[src/rtl/nibble_sort_seq.sv]
// Sequential bubble sorter: one shared compare-and-swap per clock, early exit on a clean pass.
// Element k of d/q occupies bits [k*W +: W]; the result is ascending with the smallest at k=0.
module nibble_sort_seq #(
    parameter int N  = 4,
    parameter int W  = 4,
    parameter int CW = $clog2(N * (N - 1) / 2 + 1)
) (
    input  logic           clk,
    input  logic           rst,
    input  logic           start,
    input  logic [N*W-1:0] d,
    output logic           busy,
    output logic           done,
    output logic [N*W-1:0] q,
    output logic [CW-1:0]  swaps
);

    localparam int IW = $clog2(N);
    localparam logic [IW-1:0] LAST_PASS = IW'(N - 2);

    typedef enum logic [1:0] {IDLE, SORT, DONE} state_t;

    state_t        state;
    logic [W-1:0]  arr [N];
    logic [IW-1:0] pass;
    logic [IW-1:0] idx;
    logic          swapped;

    logic [IW-1:0] idx_nx;
    logic [IW-1:0] last_idx;
    logic [W-1:0]  a;
    logic [W-1:0]  b;
    logic          gt;

    always_comb begin
        idx_nx   = idx + IW'(1);
        last_idx = LAST_PASS - pass;
        a        = arr[idx];
        b        = arr[idx_nx];
        // Strict compare keeps equal elements in place.
        gt       = a > b;
    end

    always_comb begin
        q = '0;
        for (int k = 0; k < N; k++) begin
            q[k*W +: W] = arr[k];
        end
    end

    assign busy = (state == SORT);
    assign done = (state == DONE);

    always_ff @(posedge clk or posedge rst) begin
        if (rst) begin
            state   <= IDLE;
            swaps   <= '0;
            pass    <= '0;
            idx     <= '0;
            swapped <= 1'b0;
            for (int k = 0; k < N; k++) begin
                arr[k] <= '0;
            end
        end else begin
            unique case (state)
                IDLE: begin
                    if (start) begin
                        for (int k = 0; k < N; k++) begin
                            arr[k] <= d[k*W +: W];
                        end
                        swaps   <= '0;
                        pass    <= '0;
                        idx     <= '0;
                        swapped <= 1'b0;
                        state   <= SORT;
                    end
                end
                SORT: begin
                    if (gt) begin
                        arr[idx]    <= b;
                        arr[idx_nx] <= a;
                        swaps       <= swaps + CW'(1);
                    end
                    if (idx == last_idx) begin
                        // A clean pass (counting this compare) means the array is sorted.
                        if (!(swapped || gt) || pass == LAST_PASS) begin
                            state <= DONE;
                        end else begin
                            pass    <= pass + IW'(1);
                            idx     <= '0;
                            swapped <= 1'b0;
                        end
                    end else begin
                        idx     <= idx_nx;
                        swapped <= swapped | gt;
                    end
                end
                DONE: begin
                    state <= IDLE;
                end
                default: begin
                    state <= IDLE;
                end
            endcase
        end
    end

endmodule

[config.mk]
export PLATFORM = sky130hd
export DESIGN_NAME = nibble_sort_seq
export DESIGN_NICKNAME = d
export VERILOG_FILES = /design/src/rtl/nibble_sort_seq.sv
export SDC_FILE = /design/constraint.sdc
export NUM_CORES = 1
export LEC_CHECK = 0
export CAP_MARGIN = 20
export CORE_AREA = 3 3 78 80
export CTS_CLUSTER_SIZE = 8
export DETAILED_ROUTE_END_ITERATION = 16
export DIE_AREA = 0 0 81 83
export HOLD_SLACK_MARGIN = 0.08
export PLACE_DENSITY_LB_ADDON = 0.12
export SYNTH_ARGS = -nofsm -noshare
export SYNTH_HDL_FRONTEND = slang
export SYNTH_SLANG_ARGS = --single-unit
[constraint.sdc]
create_clock -name clk -period 7.5 [get_ports clk]
set_input_delay 1.125 -clock clk [delete_from_list [all_inputs] [get_ports clk]]
set_output_delay 1.125 -clock clk [all_outputs]
set_load 0.02 [all_outputs]
==> flow_summary.json <==
{
  "synthXorXnorAreaFrac_pct": 0.8154,
  "antenna_found_initial": 0,
  "crit_chain": "inv_1 > ha_1 > mux2i_1 > nand2_1 > nand2_1 > ha_1 > nor2b_1 > o211ai_1 > a31o_4 > nor2_8 > mux2_4",
  "skew_ns": 0.002398,
  "setup_tns_ns": 0,
  "grt_pass1_wl_um": 9128,
  "final_common_cell": "clkdlybuf4s50_1",
  "antenna_cells": 0,
  "worstPathArrival_ns": 4.28,
  "portBuffers": 39,
  "muxShareOfSynthArea_pct": 27.96,
  "drt_iter0_drc": 87,
  "yosys_register_bits": 26,
  "slew_headroom_pct": 55.62,
  "drive_gt1_share_pct": 12.45,
  "io_pins": 40,
  "slowest_stage": "dfrtp_1",
  "design.core.area_sq_mm": 0.005473,
  "worstMarginPinSlew_ns": 0.6657,
  "wl_um": 5433,
  "synth-simple-area-share_pct": 15.43,
  "grt_use_total_pct": 17.28,
  "first_pass_iters": 4,
  "cts.sinks": 26,
  "rsz0062_at_grt": "no",
  "synth_ff_type": "dfrtp_1",
  "area_growth_pct": 22.77,
  "synth_top_family_by_area": "multiplexers",
  "status": "finished, final reports clean",
  "cts_setup_buffers": 0,
  "final_cell_mix": "clkdlybuf4s50_1 (39), nand2_1 (38), mux2i_1 (27)",
  "htree_num_levels": 1,
  "final-max-slew-violation-count": 0,
  "synth_edf_count": 0,
  "fin_ws_ns": 3.390,
  "wl_per_cell_um": 16.93,
  "cp-startpoint": "idx[0]$_DFFE_PP0P_",
  "floorplan.initialDensity_pct": 39.25,
  "path_max_fanout": 21,
  "grt_max_degree": 44,
  "cap_viol_max_count": 0,
  "required_ns": 7.67,
  "min_delay_path_depth": 1,
  "synth_compound_area_share_pct": 15.26,
  "max_freq_mhz": 243.3,
  "die_w_um": 81,
  "max_stage_delay_ns": 0.78,
  "timing.final.crit_period_ns": 4.110,
  "clk_pin_slew_worst_paths_ns": 0.10,
  "fin_nets": 279,
  "place_inst": 316,
  "min_period_over_period_pct": 54.80,
  "syn_inst": 218,
  "final_hold_viol_count": 0,
  "reg2reg_depth": 11,
  "yosys.area_share.adder_pct": 5.824,
  "route.vias.total": 1740,
  "synthArstFlopShare_pct": 100.0,
  "cts_hold_buf": 0,
  "drc": 0,
  "max-clock-path-buffers": 2,
  "ctsResizeCount": 0,
  "synth_top_area_share_pct": 30.29,
  "viasPerCell": 5.421,
  "cts_tree": "yes",
  "synth_area_sq_mm": 0.002148,
  "critPathLaunchType": "register",
  "finalSetupViolCount": 0,
  "ant_nets": 0,
  "min_from": "swaps[2]$_DFFE_PP0P_",
  "gp_congestion": 0.8581,
  "crit_type": "reg2reg",
  "yosys-top-cells-area": "dfrtp_1 (30%), mux2i_1 (13%), mux2_4 (11%)",
  "synth_nets": 247,
  "reg2reg_from": "idx[0]$_DFFE_PP0P_",
  "cp-end-kind": "register",
  "overflow": 0,
  "die_y_um": 83,
  "root_buffer": "clkbuf_8",
  "yosysTopAreaCell": "dfrtp_1",
  "cts_made_buffers": 3,
  "dpl_worst_slack_ns": 3.388,
  "fp-row-count": 27,
  "dieArea_sq_mm": 0.006723,
  "yosysSeqAreaShare_pct": 30.29,
  "clock_latency_ns": 0.27,
  "hold_class": "reg2reg",
  "postSynthAreaPerCell_sq_um": 9.855,
  "instances_no_fill": 321,
  "ys_warn_count": 0,
  "post-dp-hpwl_um": 4050,
  "grt_pass1_vias": 1711,
  "ys_types": 32
}
registers in the layout, indices dropped and copies added (netlist names):
name / flops
pass: 2
idx: 2
state: 2
swapped: 1
swaps: 3
q: 16
path summary, 6_finish.rpt:
kind / to / slack (ns)
setup / recovery: q[12]$_DFFE_PP0P_ / 3.39
hold / removal: swaps[2]$_DFFE_PP0P_ / 0.47
setup reg to reg: q[12]$_DFFE_PP0P_ / 3.39
hold reg to reg: swaps[2]$_DFFE_PP0P_ / 0.47
max in group asynchronous: q[0]$_DFFE_PP0P_ / 5.80
min in group asynchronous: swaps[1]$_DFFE_PP0P_ / 1.20
cells in the mapped netlist, types with 3 or more instances:
| library cell | n |
|---|---|
| a21oi_1 | 6 |
| o211ai_1 | 3 |
| nor2_8 | 4 |
| mux2i_1 | 27 |
| inv_1 | 6 |
| mux2_4 | 16 |
| o21ai_0 | 18 |
| nand2b_1 | 5 |
| buf_2 | 6 |
| nand2_1 | 38 |
| clkbuf_1 | 6 |
| nor3_1 | 5 |
| o22ai_1 | 16 |
| ha_1 | 10 |
| dfrtp_1 | 26 |
| mux4_2 | 4 |
per-layer routing:
| metal | part of all wire, % | routed length (um) | global-route usage [%] |
|---|---|---|---|
| met4 | 0.83 | 45 | 3.533 |
| met1 | 47 | 2571 | 25.93 |
| met3 | 5.1 | 276 | 2.386 |
| met2 | 47 | 2539 | 26.21 |
| met5 | 0 | 0 | 0 |
logic make-up (layout without fill, tap and decap cells):
group	Yosys count	count (layout)
AOI/OAI and AO/OA	52	52
xor gates and xnor gates	2	2
muxes	47	47
adders and majority gates	10	10
buffers and inverters	21	52
DFF	26	26
and+or+nand+nor	60	60
critical path: cells and delay by family (launching register included):
kind                     cells  cell delay (ns)
adder cells (fa/ha/maj)      2             0.91
flip-flops                   1             0.78
buffers and inverters        1             0.28
multiplexers                 2             0.85
AND/OR/NAND/NOR              4             0.42
AO/OA/AOI/OAI                2             0.75
cell type report:
type                    count  area, sq um
repair buffers             41        412.9
well taps                  72        90.09
fillers                   531         2835
inverters                   7        26.28
clock buffers               4        55.05
flip-flops and latches     26        650.6
multi-input cells         171         1403
metrics by stage:
| stage | hold WS [ns] | util [%] | instance area (sq um) |
|---|---|---|---|
| floorplan | 0.5046 | - | 2148 |
| global placement | 0.4654 | 46.91 | 2567 |
| detailed placement | 0.4701 | 46.91 | 2567 |
| CTS | 0.4848 | 47.92 | 2623 |
| global route | 0.5232 | 48.19 | 2638 |
| finish | 0.4743 | 48.19 | 2638 |
Power is left out: the tool's default activity adds up to more than one toggle a clock period on the data nets, which glitch-free logic cannot reach.
